[src/rtl/key_evt_pkg.sv]
// Shared constants for the key event arbiter: event codes, key order and defaults.
package key_evt_pkg;

  localparam int unsigned DEBOUNCE_DEF      = 4;
  localparam int unsigned REPEAT_DELAY_DEF  = 16;
  localparam int unsigned REPEAT_PERIOD_DEF = 8;

  localparam int unsigned NUM_KEYS = 4;
  localparam int unsigned CODE_W   = 3;

  // Key index doubles as priority rank: lower index wins.
  localparam int unsigned KEY_EDIT  = 0;
  localparam int unsigned KEY_SWI   = 1;
  localparam int unsigned KEY_PLUS  = 2;
  localparam int unsigned KEY_MINUS = 3;

  typedef enum logic [CODE_W-1:0] {
    EVT_NONE  = 3'd0,
    EVT_EDIT  = 3'd1,
    EVT_SWI   = 3'd2,
    EVT_PLUS  = 3'd3,
    EVT_MINUS = 3'd4
  } evt_code_e;

  function automatic logic [NUM_KEYS-1:0] prio_grant(input logic [NUM_KEYS-1:0] pend);
    logic found;
    prio_grant = '0;
    found      = 1'b0;
    for (int i = 0; i < int'(NUM_KEYS); i++) begin
      if (pend[i] && !found) begin
        prio_grant[i] = 1'b1;
        found         = 1'b1;
      end
    end
  endfunction

  function automatic evt_code_e code_of(input logic [NUM_KEYS-1:0] grant);
    code_of = EVT_NONE;
    if (grant[KEY_EDIT])       code_of = EVT_EDIT;
    else if (grant[KEY_SWI])   code_of = EVT_SWI;
    else if (grant[KEY_PLUS])  code_of = EVT_PLUS;
    else if (grant[KEY_MINUS]) code_of = EVT_MINUS;
  endfunction

endpackage

[src/rtl/key_event_arbiter_if.sv]
// Event handshake between the key arbiter (master) and its consumer (slave).
interface key_event_arbiter_if;
  logic                   evt_valid;
  key_evt_pkg::evt_code_e evt_code;
  logic                   evt_ready;
  logic                   evt_drop;

  modport master (output evt_valid, output evt_code, output evt_drop, input evt_ready);
  modport slave  (input evt_valid, input evt_code, input evt_drop, output evt_ready);
endinterface

[src/rtl/key_debounce.sv]
// Per-key 2-flop synchronizer, debounce filter and optional auto-repeat timer.
// Emits a one-cycle press pulse on a debounced press and on each repeat.
module key_debounce
  import key_evt_pkg::*;
#(
  parameter int unsigned DEBOUNCE      = DEBOUNCE_DEF,
  parameter int unsigned REPEAT_DELAY  = REPEAT_DELAY_DEF,
  parameter int unsigned REPEAT_PERIOD = REPEAT_PERIOD_DEF,
  parameter bit          REPEAT_EN     = 1'b0
) (
  input  logic clk,
  input  logic reset,
  input  logic key_n,
  output logic press
);

  localparam int unsigned DW = $clog2(DEBOUNCE + 1);
  localparam int unsigned RW = $clog2(REPEAT_DELAY + REPEAT_PERIOD + 1);

  logic [1:0]    sync_q, sync_d;
  logic          deb_q, deb_d;
  logic [DW-1:0] cnt_q, cnt_d;
  logic [RW-1:0] rpt_q, rpt_d;
  logic          armed_q, armed_d;
  logic          press_q, press_d;

  always_comb begin
    sync_d  = {sync_q[0], key_n};
    deb_d   = deb_q;
    cnt_d   = '0;
    rpt_d   = '0;
    armed_d = 1'b0;
    press_d = 1'b0;

    if (sync_q[1] != deb_q) begin
      if (cnt_q == DW'(DEBOUNCE - 1)) deb_d = sync_q[1];
      else                            cnt_d = cnt_q + DW'(1);
    end

    // Repeats only while the key stays down through this edge, so a release stops them at once.
    if (deb_q && !deb_d) begin
      press_d = 1'b1;
    end else if (REPEAT_EN && !deb_q && !deb_d) begin
      rpt_d   = rpt_q + RW'(1);
      armed_d = armed_q;
      if (rpt_d == (armed_q ? RW'(REPEAT_PERIOD) : RW'(REPEAT_DELAY))) begin
        press_d = 1'b1;
        rpt_d   = '0;
        armed_d = 1'b1;
      end
    end
  end

  always_ff @(posedge clk) begin
    if (reset) begin
      sync_q  <= 2'b11;
      deb_q   <= 1'b1;
      cnt_q   <= '0;
      rpt_q   <= '0;
      armed_q <= 1'b0;
      press_q <= 1'b0;
    end else begin
      sync_q  <= sync_d;
      deb_q   <= deb_d;
      cnt_q   <= cnt_d;
      rpt_q   <= rpt_d;
      armed_q <= armed_d;
      press_q <= press_d;
    end
  end

  assign press = press_q;

endmodule

[src/rtl/key_event_arbiter.sv]
// Debounces four active-low buttons and serialises their press events through
// a pending-bit priority arbiter into a single-register valid/ready output.
module key_event_arbiter
  import key_evt_pkg::*;
#(
  parameter int unsigned DEBOUNCE      = DEBOUNCE_DEF,
  parameter int unsigned REPEAT_DELAY  = REPEAT_DELAY_DEF,
  parameter int unsigned REPEAT_PERIOD = REPEAT_PERIOD_DEF
) (
  input  logic                       clk,
  input  logic                       reset,
  input  logic                       KeyEdit,
  input  logic                       KeySwi,
  input  logic                       KeyPlus,
  input  logic                       KeyMinus,
  key_event_arbiter_if.master        evt
);

  logic [NUM_KEYS-1:0] press;
  logic [NUM_KEYS-1:0] pend_q, pend_d;
  logic [NUM_KEYS-1:0] grant;
  logic                load;
  logic                valid_q, valid_d;
  evt_code_e           code_q, code_d;
  logic                drop_q, drop_d;

  key_debounce #(.DEBOUNCE(DEBOUNCE), .REPEAT_DELAY(REPEAT_DELAY),
                 .REPEAT_PERIOD(REPEAT_PERIOD), .REPEAT_EN(1'b0))
    u_edit  (.clk(clk), .reset(reset), .key_n(KeyEdit),  .press(press[KEY_EDIT]));
  key_debounce #(.DEBOUNCE(DEBOUNCE), .REPEAT_DELAY(REPEAT_DELAY),
                 .REPEAT_PERIOD(REPEAT_PERIOD), .REPEAT_EN(1'b0))
    u_swi   (.clk(clk), .reset(reset), .key_n(KeySwi),   .press(press[KEY_SWI]));
  key_debounce #(.DEBOUNCE(DEBOUNCE), .REPEAT_DELAY(REPEAT_DELAY),
                 .REPEAT_PERIOD(REPEAT_PERIOD), .REPEAT_EN(1'b1))
    u_plus  (.clk(clk), .reset(reset), .key_n(KeyPlus),  .press(press[KEY_PLUS]));
  key_debounce #(.DEBOUNCE(DEBOUNCE), .REPEAT_DELAY(REPEAT_DELAY),
                 .REPEAT_PERIOD(REPEAT_PERIOD), .REPEAT_EN(1'b1))
    u_minus (.clk(clk), .reset(reset), .key_n(KeyMinus), .press(press[KEY_MINUS]));

  // Grant looks only at registered pending bits, so a fresh press waits one edge.
  always_comb begin
    grant   = prio_grant(pend_q);
    load    = !valid_q || evt.evt_ready;
    valid_d = valid_q;
    code_d  = code_q;
    pend_d  = (pend_q & ~(load ? grant : '0)) | (press & ~pend_q);
    drop_d  = |(press & pend_q);
    if (load) begin
      valid_d = |grant;
      code_d  = code_of(grant);
    end
  end

  always_ff @(posedge clk) begin
    if (reset) begin
      pend_q  <= '0;
      valid_q <= 1'b0;
      code_q  <= EVT_NONE;
      drop_q  <= 1'b0;
    end else begin
      pend_q  <= pend_d;
      valid_q <= valid_d;
      code_q  <= code_d;
      drop_q  <= drop_d;
    end
  end

  assign evt.evt_valid = valid_q;
  assign evt.evt_code  = code_q;
  assign evt.evt_drop  = drop_q;

endmodule

[src/flat_wrapper.sv]
// flat-port wrapper written by rule: the top's interface ports become plain ports
module key_event_arbiter_flat import key_evt_pkg::*;
#(
  parameter int unsigned DEBOUNCE      = DEBOUNCE_DEF,
  parameter int unsigned REPEAT_DELAY  = REPEAT_DELAY_DEF,
  parameter int unsigned REPEAT_PERIOD = REPEAT_PERIOD_DEF
)
  (clk, reset, KeyEdit, KeySwi, KeyPlus, KeyMinus, evt_evt_valid, evt_evt_code, evt_evt_drop, evt_evt_ready);
  key_event_arbiter_if evt_i ();
  input  logic clk;
  input  logic reset;
  input  logic KeyEdit;
  input  logic KeySwi;
  input  logic KeyPlus;
  input  logic KeyMinus;
  output wire logic [$bits(evt_i.evt_valid)-1:0] evt_evt_valid;
  output wire logic [$bits(evt_i.evt_code)-1:0] evt_evt_code;
  output wire logic [$bits(evt_i.evt_drop)-1:0] evt_evt_drop;
  input wire logic [$bits(evt_i.evt_ready)-1:0] evt_evt_ready;
  assign evt_evt_valid = evt_i.evt_valid;
  assign evt_evt_code = evt_i.evt_code;
  assign evt_evt_drop = evt_i.evt_drop;
  assign evt_i.evt_ready = evt_evt_ready;
  key_event_arbiter #(.DEBOUNCE(DEBOUNCE), .REPEAT_DELAY(REPEAT_DELAY), .REPEAT_PERIOD(REPEAT_PERIOD)) u_core (.clk(clk), .reset(reset), .KeyEdit(KeyEdit), .KeySwi(KeySwi), .KeyPlus(KeyPlus), .KeyMinus(KeyMinus), .evt(evt_i));
endmodule
[config.mk]
export PLATFORM = sky130hd
export DESIGN_NAME = key_event_arbiter_flat
export DESIGN_NICKNAME = d
export VERILOG_FILES = /design/src/rtl/key_evt_pkg.sv /design/src/rtl/key_event_arbiter_if.sv /design/src/rtl/key_debounce.sv /design/src/rtl/key_event_arbiter.sv /design/src/flat_wrapper.sv
export SDC_FILE = /design/constraint.sdc
export NUM_CORES = 1
export LEC_CHECK = 0
export CAP_MARGIN = 25
export CORE_ASPECT_RATIO = 1.2
export CORE_UTILIZATION = 45
export DETAILED_ROUTE_END_ITERATION = 7
export SETUP_SLACK_MARGIN = 0.2
export SYNTH_ARGS = -nofsm -noshare
export SYNTH_HDL_FRONTEND = slang
export SYNTH_SLANG_ARGS = --single-unit
[constraint.sdc]
create_clock -name clk -period 4.15 [get_ports clk]
set_input_delay 0.415 -clock clk [delete_from_list [all_inputs] [get_ports clk]]
set_output_delay 0.415 -clock clk [all_outputs]
set_load 0.01 [all_outputs]
[Yosys cells after proc, flatten, opt, wreduce, memory -nomap -nowiden]
Index checks and enable logic that the tools add are counted.
Storage, ports and cells
  register bits: 49
  bits of input ports: 7
  output and inout port bits: 5
Operators by class
  equality and inequality tests: 10
  bitwise logic cells: 12
  mux-type cells: 29
  $add $sub $neg: 6
  reduce and logical (&&, ||, !) cells: 30
Operators with widths (count)
  $mux 1: 22
  $reduce_or 3->1: 6
  $reduce_or 4->1: 4
  $add 3x1->3 const B: 4
  $and 4x4->4: 3
  $eq 3x2->1 const B: 4
  $mux 3: 4
  $add 5x1->5 const B: 2
  $eq 5x5->1: 2
  $logic_not 1->1: 10
  $mux 5: 2
  $logic_and 1x1->1: 9
  $not 4->4: 2
  $not 1->1: 6
  $mux 4: 1
  $ne 1x1->1: 4
  $or 4x4->4: 1
  $logic_or 1x1->1: 1

[Logic depth before layout (Yosys ltp)]
Gate-level depths: netlist (run 1).
  depth in word-level cells: 14
  mapped depth: 6
  gate-level depth less buffers: 5

[Hierarchy]
Synthesis (run 1) repeated with hierarchy kept, for this count alone.
Unflattened totals
  cells, all modules: 192
  area total of the unflattened synthesis: 2039.5 um^2
By module, submodules not included
  key_debounce at u_core.u_minus ...: instances 2, cells an instance 59, area an instance 573.0 um^2
  key_debounce at u_core.u_edit ...: instances 2, cells an instance 19, area an instance 246.5 um^2
  key_event_arbiter: instances 1, cells an instance 36, area an instance 400.4 um^2

[Worst setup path after synthesis (run 1)]
Ideal clock, no wire load.
  path kind: register to register
  start: register u_core.u_plus.rpt_q[0]
  end: register u_core.u_plus.rpt_q[1]
  setup slack: 2818 ps
  cell stages (with the launch flop): 7
  data arrival time: 1271 ps
  data required time: 4089 ps
  setup time: 61 ps
  period minus slack after synthesis: 1332 ps
  cell sequence: dfxtp_1 ha_1 and2_4 buf_6 and4bb_1 a31oi_1 and4_1
On the way
  word-level cells in the longest chain between the ends: 3
RTL lines
  from (decl): RTL line key_debounce.sv:23  | logic [RW-1:0] rpt_q, rpt_d;
  from (signal assigned): RTL line key_debounce.sv:66  | rpt_q <= rpt_d;
  $add 5x1->5 *: RTL line key_debounce.sv:44  | rpt_d = rpt_q + RW'(1);
  $eq 5x5->1: RTL line key_debounce.sv:46  | if (rpt_d == (armed_q ? RW'(REPEAT_PERIOD) : RW'(REPEAT_DELAY))) begin
  $reduce_or 4->1 (no line)
Every way passes the cells marked *; elsewhere a longest branch is shown, timed or not.
A chain may end at the register's enable or synchronous reset.

[Worst setup path in the final report (run 1)]
  start: input port reset
  end: register u_core.u_minus.rpt_q[3]
On the way
  word-level cells in the longest chain between the ends: 1
RTL lines
  from (decl): RTL line flat_wrapper.sv:11  | input logic reset;
  $reduce_or 4->1 (no line)
  to (signal assigned): RTL line key_debounce.sv:66
  to (decl): RTL line key_debounce.sv:23
Every way passes these cells.

==> results of run 1 <==
==> registers in the layout, summed over array words and instances, names as in the netlist, 2 cells and up <==
register and cells:
u_core.u_edit.sync_q 2, u_core.u_swi.sync_q 2, u_core.evt.evt_code 3, u_core.u_plus.rpt_q 5, u_core.u_minus.rpt_q 5, u_core.u_minus.sync_q 2
u_core.u_minus.cnt_q 3, u_core.u_swi.cnt_q 3, u_core.u_plus.sync_q 2, u_core.u_plus.cnt_q 3, u_core.pend_q 4, u_core.u_edit.cnt_q 3
==> area by class of cell <==
| cell class | instances | area share |
|---|---|---|
| repair buffers | 11 | 0.05158 |
| multi-input cells | 128 | 0.3921 |
| clock inverters | 2 | 0.004689 |
| well taps | 54 | 0.03165 |
| inverters | 15 | 0.02638 |
| flip-flops and latches | 49 | 0.4596 |
| clock buffers | 6 | 0.03400 |
==> cells in the final DEF (no fill, tap or decap), types with 4 or more instances in the layout <==
cell and count:
clkdlybuf4s50_1 11, or2_2 10, nor3_1 8, xor2_1 5, nor2_1 26, ha_1 10, inv_1 15, nor2b_1 4
a21oi_1 11, nand2_1 8, xnor2_1 8, dfxtp_1 49, clkbuf_8 5, or3_1 4
==> power by group through the flow <==
stage | logic, W | clock network, W | registers [W]
after floorplan | 0.00000948 | 0 | 0.000487
after global placement | 0.0000164 | 0 | 0.000488
after detailed placement | 0.0000170 | 0 | 0.000488
after CTS | 0.0000170 | 0.000274 | 0.000477
after global routing | 0.0000195 | 0.000292 | 0.000477
final | 0.0000167 | 0.000262 | 0.000476
==> final timing paths <==
kind                                    endpoint                                 from  slack (ns)
max           u_core.u_minus.rpt_q[3]$_SDFF_PP0_                                reset        2.39
min          u_core.u_minus.sync_q[1]$_SDFF_PP1_  u_core.u_minus.sync_q[0]$_SDFF_PP1_        0.41
max reg2reg   u_core.u_minus.rpt_q[3]$_SDFF_PP0_   u_core.u_minus.cnt_q[0]$_SDFF_PP0_        2.70
min reg2reg  u_core.u_minus.sync_q[1]$_SDFF_PP1_  u_core.u_minus.sync_q[0]$_SDFF_PP1_        0.41
==> through the flow <==
| stage | cell area [um2] | hold slack, ns | setup WS [ns] |
|---|---|---|---|
| final | 2135 | 0.4130 | 2.391 |
| after global routing | 2135 | 0.4295 | 2.179 |
| after CTS | 2135 | 0.4152 | 2.380 |
| after detailed placement | 2052 | 0.3946 | 2.063 |
| after global placement | 2052 | 0.3919 | 2.151 |
| after floorplan | 1917 | 0.3895 | 2.818 |
==> routing by layer <==
layer | vias up | routed length [um] | track usage
met2 | 20 | 1281 | 0.2318
met4 | 0 | 44 | 0.06667
met1 | 597 | 1314 | 0.1784
met3 | 6 | 104 | 0.05282
met5 | - | 0 | 0
li1 | 687 | - | -
==> cell families (layout without fill, tap and decap cells) <==
kind of cell	Yosys count	after routing	share of synthesized area
mux	2	2	0.01044
compound gates	26	26	0.08289
simple gates	77	77	0.2187
fa+ha+maj	10	10	0.06527
xor+xnor	13	13	0.05940
buf+inv	22	34	0.05156
flops	49	49	0.5117
==> metrics.txt, run 1 <==
Num CTS Buffers 5; Post-DRT Antenna Nets 0; crit path kind input pin to register; CP max stage delay 0.77 ns; GRT Util Overall 0.1476; die area 0.004526 mm2; VDD IR max 0.2319 mV; Final setup viols 0; Sw Ratio 0.2037; Worst Setup Start Kind input pin; cells along the critical path clkdlybuf4s50_1 -> a21oi_1 -> nand2_1 -> a311oi_1; CTS tree yes; TritonRoute pass-1 iters 4; Fill cells 399; Peak Freq 568.5 MHz; ys async rst share 0; Worst EP arrival 1.97 ns; WP depth 4; Final period util 0.4239; Iter 0 DRT Violations 74; Psw 0.0001538 W; core area 0.004004 mm2; Synth top area share 0.5117; final non-filler cell total 265; post-layout util 0.5331; first-pass GRT wire length 4.878 mm; H-tree depth 2; largest net degree at the start of global routing 25; Commonest cells post-synth dfxtp_1, nor2_1, inv_1; CP Buf/Inv Count 1; Post-synth top flop dfxtp_1; DRC 0; Syn Std Cell Area 0.001917 mm2; maxcap violations 0; Vias per Instance 4.943; Die H 73.50 um; Placer Congestion 0.7371; mean area per synthesized cell 9.632 um2; Power Dens Cells 353.6 mW/mm2; Post-synth EDFFs 0; TNS Setup 0 ns; clk sinks 49; unrepaired setup endpoints after global routing no; Post-CTS Repair Setup Buffers 0; number of distinct library cells after synthesis 36; Clock Pin Slew Worst Setup and Hold Paths 0.08 ns; Synth area leaders dfxtp_1, ha_1, nor2_1, xnor2_1, or2_2; DP HPWL 1.991 mm; most common cell in the netlist dfxtp_1; CTS root buf clkbuf_8; wire per inst 10.36 um; Starting Density 0.4787; multi-input logic area 837.1 um2; NumNets Final 227; I/O Buffers 11; worst hold stages 1; CP Max Fanout 24; Int Power 0.0006011 W; via count 1310; register bit count reported by yosys 49; crit path max-delay cell type clkdlybuf4s50_1; total chip power 0.0007548 W; Seq/Total Area, Yosys 0.5117; # IOs 12; Post-Syn Instances 199; status complete, no violations; fin crit period 1.759 ns; hold_buf cts 0; post-cts resize count 0; Logic pwr share 0.022; row count 25; cell count of the worst reg-to-reg path 5; grt ovf 0; Placed Cells 257; Final Max Slew Viols 0; Reg power frac 0.631; Slew headroom 0.5245; Final Hold Fails 0; Ys Warns 0; Critical Path End Type register; Die Width 61.58 um; LEAKAGE 0.8339 nW; cell accounting for the most synthesized area dfxtp_1; register area 980.9 um2; number of global-route vias before repair 1193; Tightest Pin Transition 0.7110 ns; Syn Nets 216; Setup Skew 0.004815 ns; wirelength, routed 2.745 mm; latest clock arrival within the worst-skew pair 0.30 ns; initial antenna violation count 0; delay-heaviest family, CP buffers and inverters; ant diodes 0; CTS Buffer Depth 2; Critical Path RT 4.36 ns; Area growth syn-to-layout 11.36%; Worst Hold Class register to register; proportion of layout cells with a drive suffix above 1 0.09953; clock network power share 0.347
No activity file was read; power rests on OpenSTA's default activity.
==> inputs of run 2 (changes only) <==
PLACE_DENSITY = 0.66   (was default)
clock period = 1.6 ns   (was 4.15 ns; I/O delays follow)
==> run 2 against run 1 <==
Via count is 1.5% higher. Critical path depth is 3 lower. Sequential power grew to 2.6 times the previous value. Critical endpoint is now evt_evt_code[1]. Largest cell class unchanged. Largest power group unchanged.
==> metrics.txt, run 2 (synthesis results as in run 1) <==
status complete, no violations; Clock Pin Slew Worst Setup and Hold Paths 0.08 ns (about the same); GRT Util Overall 0.1537 (+0.006079); CTS root buf clkbuf_8; TNS Setup 0 ns (unchanged); grt ovf 0 (unchanged); # IOs 12 (unchanged); row count 25 (unchanged); unrepaired setup endpoints after global routing yes; crit path kind register to primary output; Starting Density 0.4787 (unchanged); Tightest Pin Transition 0.5032 ns (-0.2079 ns); Area growth syn-to-layout 15.47%; CP Buf/Inv Count 1 (unchanged); Setup Skew 0.006343 ns (+0.001528 ns); Worst EP arrival 1.18 ns (-0.79 ns); Slew headroom 0.6635 (+0.1390); Final period util 0.8377; cells along the critical path clkdlybuf4s50_1; VDD IR max 0.4656 mV (+100%); Vias per Instance 4.978 (+0.69%); Num CTS Buffers 5 (unchanged); worst hold stages 1 (unchanged); ant diodes 0 (unchanged); latest clock arrival within the worst-skew pair 0.30 ns (about the same); TritonRoute pass-1 iters 4 (unchanged); Die Width 61.58 um (unchanged); wirelength, routed 2.875 mm (+4.7%); crit path max-delay cell type clkdlybuf4s50_1; NumNets Final 230 (+1.3%); Hold EP u_core.u_plus.sync_q[1]$_SDFF_PP1_; delay-heaviest family, CP buffers and inverters; initial antenna violation count 0 (unchanged); Final Max Slew Viols 0 (unchanged); via count 1329 (+1.5%); Final Hold Fails 0 (unchanged); CTS tree yes; worst r2r src u_core.u_plus.rpt_q[2]$_SDFF_PP0_; DRC 0 (unchanged); first-pass GRT wire length 5.057 mm (+3.7%); Power Dens Cells 899.1 mW/mm2 (+150%); wire per inst 10.77 um (+4.0%); Die H 73.50 um (unchanged); clk sinks 49 (unchanged); most common cell after layout, fill and taps aside dfxtp_1; Placed Cells 259 (+0.78%); Worst Hold Launch u_core.u_plus.sync_q[0]$_SDFF_PP1_; die area 0.004526 mm2 (unchanged); I/O Buffers 11 (unchanged); Worst Hold Class register to register; largest net degree at the start of global routing 16 (-36%); Worst Setup Start Kind register; most frequent cells in the layout dfxtp_1, nor2_1, inv_1; Iter 0 DRT Violations 52 (-30%); RR Endpoint u_core.u_plus.rpt_q[1]$_SDFF_PP0_; Critical Path RT 1.44 ns (-2.92 ns); H-tree depth 2 (unchanged); CP Max Fanout 2 (-92%); number of global-route vias before repair 1244 (+4.3%); DP HPWL 2.005 mm (+0.69%); Fill cells 378 (-5.3%); fin crit period 1.340 ns; hold_buf cts 0 (unchanged); core area 0.004004 mm2 (unchanged); maxcap violations 0 (unchanged); proportion of layout cells with a drive suffix above 1 0.1596 (+0.06010); CP max stage delay 0.54 ns (-0.23 ns); Peak Freq 746.1 MHz; cell count of the worst reg-to-reg path 4 (-1); Final setup viols 0 (unchanged); final non-filler cell total 267 (+0.75%); Critical Path End Type primary output; Post-DRT Antenna Nets 0 (unchanged); FF-to-FF setup slack 0.27 ns (-2.43 ns); top flop regs u_core.u_minus.rpt_q (5), u_core.u_plus.rpt_q (5), u_core.pend_q (4); Placer Congestion 0.7550 (+2.4%); LEAKAGE 0.8483 nW (+1.7%); CTS Buffer Depth 2 (unchanged)
run 2: changes by cell type in the layout (fill, tap and decap cells not counted), sizes merged:
| cell | change |
|---|---|
| clkinv | -2 |
| clkbuf | +1 |
| buf | +3 |
run 2: timing repair:
action	CTS	global route
pin swaps	0	5
gates cloned	0	0
resized for setup	3	9
buffers inserted	0	1
setup endpoints to repair	3	6
run 2: per-stage QoR:
step | power (W) | hold slack [ns] | worst slack (ns) | utilization | area [um2]
after detailed placement | 0.001310 | 0.3928 | 0.02031 | 0.5163 | 2067
after floorplan | 0.001288 | 0.2638 | 0.2683 | - | 1917
after global routing | 0.002088 | 0.4114 | 0.1644 | 0.5528 | 2213
final | 0.001990 | 0.4122 | 0.2596 | 0.5528 | 2213
after CTS | 0.002015 | 0.4107 | 0.2129 | 0.5400 | 2162
after global placement | 0.001308 | 0.3918 | 0.1030 | 0.5163 | 2067
run 2: worst max path at each step:
stage                                              startpoint                                 end  cells after the start
after floorplan             u_core.u_plus.rpt_q[0]$_SDFF_PP0_   u_core.u_plus.rpt_q[1]$_SDFF_PP0_                      6
after global routing        u_core.u_plus.cnt_q[0]$_SDFF_PP0_   u_core.u_plus.rpt_q[3]$_SDFF_PP0_                      5
after CTS                   u_core.u_plus.cnt_q[0]$_SDFF_PP0_   u_core.u_plus.rpt_q[3]$_SDFF_PP0_                      5
final                     u_core.evt.evt_code[1]$_SDFFE_PP0N_                     evt_evt_code[1]                      1
after detailed placement                                reset  u_core.u_minus.rpt_q[3]$_SDFF_PP0_                      4
after global placement                                  reset  u_core.u_minus.rpt_q[3]$_SDFF_PP0_                      4
run 2: cell type report:
type                       instances  area (um2)  share of cell area
clock buffer                       7       86.33             0.03901
inverter                          15       56.30             0.02544
multi-input combinational        128       888.4              0.4014
sequential                        49       982.2              0.4438
tap                               54       67.56             0.03053
timing repair buffer              14       132.6             0.05992
run 2: where the power goes:
part	internal (W)	switching, W
logic	0.0000278	0.0000198
registers	0.00123	0.00000602
clock network	0.000343	0.000363
total	0.00160	0.000388
run 2: routing by layer:
metal / track usage / part of all wire / routed length [um] / vias up
li1: - / - / - / 686
met1: 0.1759 / 0.45 / 1304 / 616
met2: 0.2473 / 0.49 / 1418 / 19
met3: 0.05810 / 0.028 / 81 / 8
met4: 0.07407 / 0.025 / 71 / 0
met5: 0 / 0 / 0 / -
